--- src/rtl/spi_cmd_master.sv ---
// spi_cmd_master: SPI mode-0 master for the command protocol.
// Sends a 32-bit command frame (opcode plus 24-bit payload, low byte of the
// word first, each byte MSB first) and optionally reads back a 24-bit
// response frame after a mandatory SS-high gap.
module spi_cmd_master #(
    parameter int CLK_DIV    = 4,
    parameter int SS_SETUP   = 4,
    parameter int GAP_CYCLES = 64
) (
    input  logic        CLK,
    input  logic        reset,
    input  logic        cmd_valid,
    output logic        cmd_ready,
    input  logic [7:0]  cmd_opcode,
    input  logic [23:0] cmd_data,
    input  logic        cmd_rsp_en,
    output logic        rsp_valid,
    output logic [23:0] rsp_data,
    output logic        busy,
    output logic        SPI_SCK,
    output logic        SPI_SS,
    output logic        SPI_MOSI,
    input  logic        SPI_MISO
);

    localparam int PERIOD  = 2 * CLK_DIV;
    localparam int MAX_A   = (SS_SETUP > PERIOD) ? SS_SETUP : PERIOD;
    localparam int CNT_MAX = (MAX_A > GAP_CYCLES) ? MAX_A : GAP_CYCLES;
    localparam int CNT_W   = $clog2(CNT_MAX + 1);

    localparam logic [CNT_W-1:0] SETUP_LAST  = CNT_W'(SS_SETUP - 1);
    localparam logic [CNT_W-1:0] HALF        = CNT_W'(CLK_DIV);
    localparam logic [CNT_W-1:0] PERIOD_LAST = CNT_W'(PERIOD - 1);
    localparam logic [CNT_W-1:0] DIV_LAST    = CNT_W'(CLK_DIV - 1);
    localparam logic [CNT_W-1:0] GAP_LAST    = CNT_W'(GAP_CYCLES - 1);
    localparam logic [5:0]       CMD_BITS    = 6'd32;
    localparam logic [5:0]       RSP_BITS    = 6'd24;

    typedef enum logic [2:0] {IDLE, SETUP, SHIFT, HOLD, GAP} state_t;

    state_t             state_q, state_d;
    logic [CNT_W-1:0]   cnt_q, cnt_d;
    logic [5:0]         bit_cnt_q, bit_cnt_d;
    logic [5:0]         len_q, len_d;
    logic [31:0]        tx_q, tx_d;
    logic [23:0]        rx_q, rx_d;
    logic               rsp_en_q, rsp_en_d;
    logic               is_rsp_q, is_rsp_d;
    logic               busy_q, busy_d;
    logic               rsp_valid_q, rsp_valid_d;
    logic [23:0]        rsp_data_q, rsp_data_d;

    // Register bank; reset parks the block in GAP so SS stays high for a full gap before the first frame
    always_ff @(posedge CLK or posedge reset) begin
        if (reset) begin
            state_q     <= GAP;
            cnt_q       <= '0;
            bit_cnt_q   <= '0;
            len_q       <= CMD_BITS;
            tx_q        <= '0;
            rx_q        <= '0;
            rsp_en_q    <= 1'b0;
            is_rsp_q    <= 1'b0;
            busy_q      <= 1'b0;
            rsp_valid_q <= 1'b0;
            rsp_data_q  <= '0;
        end else begin
            state_q     <= state_d;
            cnt_q       <= cnt_d;
            bit_cnt_q   <= bit_cnt_d;
            len_q       <= len_d;
            tx_q        <= tx_d;
            rx_q        <= rx_d;
            rsp_en_q    <= rsp_en_d;
            is_rsp_q    <= is_rsp_d;
            busy_q      <= busy_d;
            rsp_valid_q <= rsp_valid_d;
            rsp_data_q  <= rsp_data_d;
        end
    end

    // Next-state logic: one shared cycle counter times setup, bit phases, hold and gap
    always_comb begin
        state_d     = state_q;
        cnt_d       = cnt_q + 1'b1;
        bit_cnt_d   = bit_cnt_q;
        len_d       = len_q;
        tx_d        = tx_q;
        rx_d        = rx_q;
        rsp_en_d    = rsp_en_q;
        is_rsp_d    = is_rsp_q;
        busy_d      = busy_q;
        rsp_valid_d = 1'b0;
        rsp_data_d  = rsp_data_q;

        case (state_q)
            IDLE: begin
                cnt_d = '0;
                if (cmd_valid) begin
                    state_d   = SETUP;
                    tx_d      = {cmd_opcode, cmd_data[7:0], cmd_data[15:8], cmd_data[23:16]};
                    rsp_en_d  = cmd_rsp_en;
                    is_rsp_d  = 1'b0;
                    len_d     = CMD_BITS;
                    bit_cnt_d = '0;
                    busy_d    = 1'b1;
                end
            end
            SETUP: begin
                if (cnt_q == SETUP_LAST) begin
                    cnt_d   = '0;
                    state_d = SHIFT;
                end
            end
            SHIFT: begin
                if (cnt_q == PERIOD_LAST) begin
                    cnt_d = '0;
                    tx_d  = {tx_q[30:0], 1'b0};
                    rx_d  = {rx_q[22:0], SPI_MISO};
                    if (bit_cnt_q == len_q - 6'd1) begin
                        bit_cnt_d = '0;
                        state_d   = HOLD;
                    end else begin
                        bit_cnt_d = bit_cnt_q + 6'd1;
                    end
                end
            end
            HOLD: begin
                if (cnt_q == DIV_LAST) begin
                    cnt_d   = '0;
                    state_d = GAP;
                    if (is_rsp_q) begin
                        rsp_data_d  = {rx_q[7:0], rx_q[15:8], rx_q[23:16]};
                        rsp_valid_d = 1'b1;
                    end
                end
            end
            GAP: begin
                if (cnt_q == GAP_LAST) begin
                    cnt_d = '0;
                    if (rsp_en_q && !is_rsp_q) begin
                        state_d   = SETUP;
                        len_d     = RSP_BITS;
                        is_rsp_d  = 1'b1;
                        tx_d      = '0;
                        bit_cnt_d = '0;
                    end else begin
                        state_d = IDLE;
                        busy_d  = 1'b0;
                    end
                end
            end
            default: begin
                state_d = GAP;
                cnt_d   = '0;
            end
        endcase
    end

    // Pin decode from registered state so reset forces SS high and SCK low without waiting for a clock
    always_comb begin
        cmd_ready = (state_q == IDLE);
        SPI_SS    = !(state_q inside {SETUP, SHIFT, HOLD});
        SPI_SCK   = (state_q == SHIFT) && (cnt_q >= HALF);
        SPI_MOSI  = tx_q[31];
    end

    assign busy      = busy_q;
    assign rsp_valid = rsp_valid_q;
    assign rsp_data  = rsp_data_q;

endmodule
--- config.mk ---
export PLATFORM = sky130hd
export DESIGN_NAME = spi_cmd_master
export DESIGN_NICKNAME = d
export VERILOG_FILES = /design/src/rtl/spi_cmd_master.sv
export SDC_FILE = /design/constraint.sdc
export NUM_CORES = 1
export LEC_CHECK = 0
export CORE_MARGIN = 1.5
export CORE_UTILIZATION = 48
export CTS_CLUSTER_DIAMETER = 120
export CTS_CLUSTER_SIZE = 8
export DETAILED_ROUTE_END_ITERATION = 7
export PLACE_DENSITY = 0.8
export SYNTH_ARGS = -nofsm -noshare
export SYNTH_HDL_FRONTEND = slang
export SYNTH_SLANG_ARGS = --single-unit
--- constraint.sdc ---
create_clock -name CLK -period 3.15 [get_ports CLK]
set_clock_uncertainty 0.15 [all_clocks]
set_input_delay 0.4725 -clock CLK [delete_from_list [all_inputs] [get_ports CLK]]
set_output_delay 0.4725 -clock CLK [all_outputs]
set_load 0.005 [all_outputs]
* After elaboration in Yosys (flattened, before gate mapping)
Index checks and enable logic that the tools add are counted.
** Storage, ports and cells
- Output and inout bits :: 30
- Register bits :: 106
** Cells by class
- Reductions and logical operators :: 16
- $add $sub $neg :: 3
- Multiplexer cells :: 38
- $lt $le $gt $ge :: 1
- Equality and inequality tests :: 16
** Operators by type and width (count)
- two-way mux 32 bit :: 4
- case mux 32 bit (3 select lines) :: 1
- two-way mux 6 bit :: 8
- two-way mux 7 bit :: 3
- case mux 7 bit (3 select lines) :: 1
- two-way mux 3 bit :: 6
- case mux 6 bit (3 select lines) :: 1
- inequality test 2 bit (second input constant) :: 8
- case mux 3 bit (5 select lines) :: 1
- case mux 6 bit (2 select lines) :: 1
- two-way mux 1 bit :: 10
- AND reduction 4 bit :: 2
- adder 7 x 1 -> 7 bit (second input constant) :: 1
- == test 7 x 2 -> 1 bit (second input constant) :: 1
- == test 7 x 3 -> 1 bit (second input constant) :: 1
- == test 7 x 6 -> 1 bit (second input constant) :: 1
- greater-or-equal comparator 7 x 3 -> 1 bit (second input constant) :: 1
- adder 6 x 1 -> 6 bit (second input constant) :: 1
- == test 3 x 2 -> 1 bit (second input constant) :: 2
- == test 6 bit :: 1
- AND reduction 6 bit :: 1
- nonzero test 3 bit :: 2
- subtractor 6 x 1 -> 6 bit (second input constant) :: 1
- AND reduction 5 bit :: 1
- 10 further kinds :: 14

* Depth between registers and ports, before layout
- Word-level depth :: 5
- Gate-level depth with buffers :: 9
- Depth with buffers taken out :: 6

* Worst setup path after synthesis
Ideal clock, no wire load.
- Path kind :: register to register
- Start :: register cnt_q[0]
- End :: register bit_cnt_q[4]
- Data required time :: 2.874 ns
- Data arrival time :: 2.029 ns
- Path buffers :: 3
- Period minus slack after synthesis :: 2.305 ns
- Stages on the path, launching flop included :: 9
- Slack :: 0.845 ns
- Path through :: dfrtp_1 ha_1 nand3_2 or3_1 buf_2 a221o_1 buf_6 buf_6 a221o_1
** Between the ends
- Longest elaborated chain between the ends :: 3
- Elaborated cells on any way between the ends :: 5
- Classes of those cells :: 4 x eq/ne; 1 x reduce/logical
** Ends and longest elaborated chain
- start, declared :: RTL line 42 : logic [CNT_W-1:0] cnt_q, cnt_d;
- start signal, assigned :: RTL line 69 : cnt_q <= cnt_d;
- == test 7 x 6 -> 1 bit / == test 7 x 3 -> 1 bit (equally long branches) :: RTL line 139, 116
- inequality test 2 bit (no source line)
- AND reduction 5 bit (no source line) (*)
- end signal, assigned :: RTL line 70 : bit_cnt_q <= bit_cnt_d;
- end, declared :: RTL line 43 : logic [5:0] bit_cnt_q, bit_cnt_d;
Every way passes the cells marked *; elsewhere a longest branch is shown, timed or not.
A chain may end at the register's enable or synchronous reset.

* Worst setup path after layout
- Start :: register state_q[1]
- End :: output port SPI_SCK
** Between the ends
- Longest elaborated chain between the ends :: 2
** Ends and longest elaborated chain
- start, declared :: RTL line 41 : state_t state_q, state_d;
- start signal, assigned :: RTL line 68 : state_q <= state_d;
- == test 3 x 2 -> 1 bit :: RTL line 164 : SPI_SCK = (state_q == SHIFT) && (cnt_q >= HALF);
- logical AND 1 bit :: RTL line 164
- end, declared :: RTL line 20 : output logic SPI_SCK,
No other way between the ends.

==> results.json <==
{
  "syn-instance-count": 363,
  "die_height_um": 97.5,
  "synthTopCellsByCount": "dfrtp_1, mux2_2, nand2_1",
  "clk_latency_ns": 0.37,
  "crit_family": "buffers and inverters",
  "pre_cts_ws_ns": 0.633,
  "gp_congestion": 0.753,
  "cts_sinks": 101,
  "grt_overflow": 0,
  "dpl.hpwl_mm": 5.42,
  "fin_setup_tns_ns": 0,
  "syn_nets": 403,
  "dpl-instance-area_mm2": 0.00504,
  "synth_seq_cells": 101,
  "hp-class": "reg2reg",
  "synth.distinct_cells": 37,
  "rsz0062_at_grt": "no",
  "firstDrtPassIters": 4,
  "cts_resized": 0,
  "synth_edf_count": 0,
  "cts-buffers-inserted": 9,
  "core_mm2": 0.00868,
  "drv_slew": 0,
  "yosys.area_share.xor_xnor_pct": 1.23,
  "num_rows": 34,
  "diodes": 0,
  "fin_total_pwr_mw": 2.16,
  "detail_route.iter0.violations": 162,
  "leakagePower_nw": 2.35,
  "cts-root-buf": "clkbuf_8",
  "synth-adder-area-share_pct": 0.876,
  "drive_gt1_share_pct": 18.5,
  "final_area_mm2": 0.00523,
  "grt.total_usage_pct": 18.2,
  "synth_top_area_share_pct": 57.8,
  "required_ns": 2.53,
  "area_growth_pct": 21.9,
  "setup_violations": 0,
  "cpMaxStageDelayCell": "dfrtp_1",
  "critical_path.max_stage_delay_ns": 0.54,
  "clock.fmax_mhz": 379,
  "yosys_warnings": 0,
  "yosysTopAreaCell": "dfrtp_1",
  "r2r_start": "cnt_q[0]",
  "min-delay-start": "cnt_q[0]",
  "cp-end-kind": "primary output",
  "worstPathArrival_ns": 2.02,
  "synth_area_leaders": "dfrtp_1, mux2_2, a22oi_1",
  "cp-startpoint": "state_q[1]",
  "totalWireLength_mm": 8.23,
  "io_pins": 67,
  "final.setup.worst_slack_ns": 0.508,
  "num-nets-final": 462,
  "htree_levels": 3,
  "start_util_pct": 49.4,
  "clock_tree.buffer_depth": 2,
  "finalCriticalPeriod_ns": 2.64,
  "grt_pass1_wl_mm": 14.1,
  "clk_pin_slew_ns": 0.10,
  "cts_setup_buffers": 0,
  "io_buffers": 66,
  "crit_type": "reg2out",
  "worstMarginPinSlew_ns": 0.664,
  "yosysMostFrequentCell": "dfrtp_1",
  "crit_buf_inv": 2,
  "syn-cell-area_mm2": 0.00429,
  "worstPathCellList": "nor2b_1, buf_4, nand2_1, a21oi_1, clkdlybuf4s50_1",
  "status": "complete, no violations",
  "period_share_pct": 83.9,
  "hold_buffers": 0,
  "synthFlopType": "dfrtp_1",
  "synth-compound-area-share_pct": 13.6,
  "synth_top_family_by_area": "compound AO/OA/AOI/OAI gates",
  "maxCapViolations": 0,
  "cp-start-kind": "flop",
  "synthSimpleGateAreaFrac_pct": 8.70,
  "muxShareOfSynthArea_pct": 13.4,
  "finalHoldViolCount": 0,
  "die_w_um": 97.5,
  "detailroute.via_count": 2935,
  "crit_path_max_fanout": 10,
  "syn_avg_cell_area_um2": 11.8,
  "antenna_found_initial": 0,
  "die_area_mm2": 0.00951,
  "cts_tree": "done",
  "drc": 0,
  "ant_nets": 0,
  "ir_drop_mv": 0.238,
  "post_drt_wl_per_cell_um": 15.4,
  "max-slew-margin-rel_pct": 55.6,
  "ys_async_sr_fraction_pct": 100,
  "yosysSeqAreaShare_pct": 59.0,
  "grt_max_degree": 66,
  "p_per_area_mw_per_mm2": 413,
  "grt_pass1_vias": 3023,
  "via_per_inst": 5.49
}
## cells in the final DEF, fill, tap and decap left out, drive strengths merged, types with 7 or more instances in the layout
cell and instances:
dfrtp 99, clkdlybuf4s50 66, mux2 50, nand2 42, o21ai 37, a22oi 32
nor2 12, clkbuf 10, inv 8, a21oi 7, buf 7
## registers in the layout, indices dropped and copies added (netlist names)
| signal | count |
|---|---|
| cnt_q | 7 |
| state_q | 3 |
| rsp_valid | 1 |
| len_q | 2 |
| busy | 1 |
| bit_cnt_q | 6 |
| rx_q | 24 |
| rsp_data | 24 |
| rsp_en_q | 1 |
| tx_q | 32 |
## cell type report
type	count	area, µm²
fill	756	3450
sequential	101	2530
clock buffer	10	128
tap	108	135
timing repair buffer	73	726
inverter	6	26.3
clock inverter	6	56.3
multi-input combinational	231	1630
## per-stage QoR
stage	hold WS (ns)	std cells	utilization, %
floorplan	0.297	363	-
global placement	0.312	519	58.1
detailed placement	0.320	519	58.1
CTS	0.342	535	60.2
global route	0.371	535	60.2
finish	0.339	535	60.2
## kinds of logic after synthesis
group,count (synthesis)
AOI/OAI and AO/OA,91
xor gates and xnor gates,6
adders and majority gates,3
buffers and inverters,31
and+or+nand+nor,80
DFF,101
muxes,51
## routing by layer
layer / vias up / global-route usage, % / part of all wire (%)
li1: 1411 / - / -
met1: 1451 / 24.0 / 46
met2: 61 / 28.8 / 47
met3: 12 / 5.18 / 5.6
met4: 0 / 6.59 / 1.6
met5: - / 0 / 0
## path summary, 6_finish.rpt
path,endpoint,slack (ns),cells after the start
min in group asynchronous,tx_q[16],0.39,2
setup reg to reg,tx_q[14],0.61,7
setup / recovery,SPI_SCK,0.51,5
hold / removal,cnt_q[0],0.34,1
max in group asynchronous,state_q[2],1.70,3
hold reg to reg,cnt_q[0],0.34,1
## power breakdown
part | leakage [nW] | switching (mW) | total (mW) | internal (mW)
registers | 1.37 | 0.00299 | 1.30 | 1.30
clock network | 0.0909 | 0.469 | 0.774 | 0.305
logic | 0.889 | 0.0346 | 0.0799 | 0.0453
total | 2.35 | 0.507 | 2.16 | 1.65
## worst register-to-register path: stages, from the launching register on
cell and delay, ns:
dfrtp_1 0.40, ha_1 0.26, nand3_2 0.12, or3_1 0.47, a221o_2 0.48, buf_4 0.32, nand2_1 0.15, o21ai_0 0.08
Note: power is estimated with default switching activity, not from simulation.
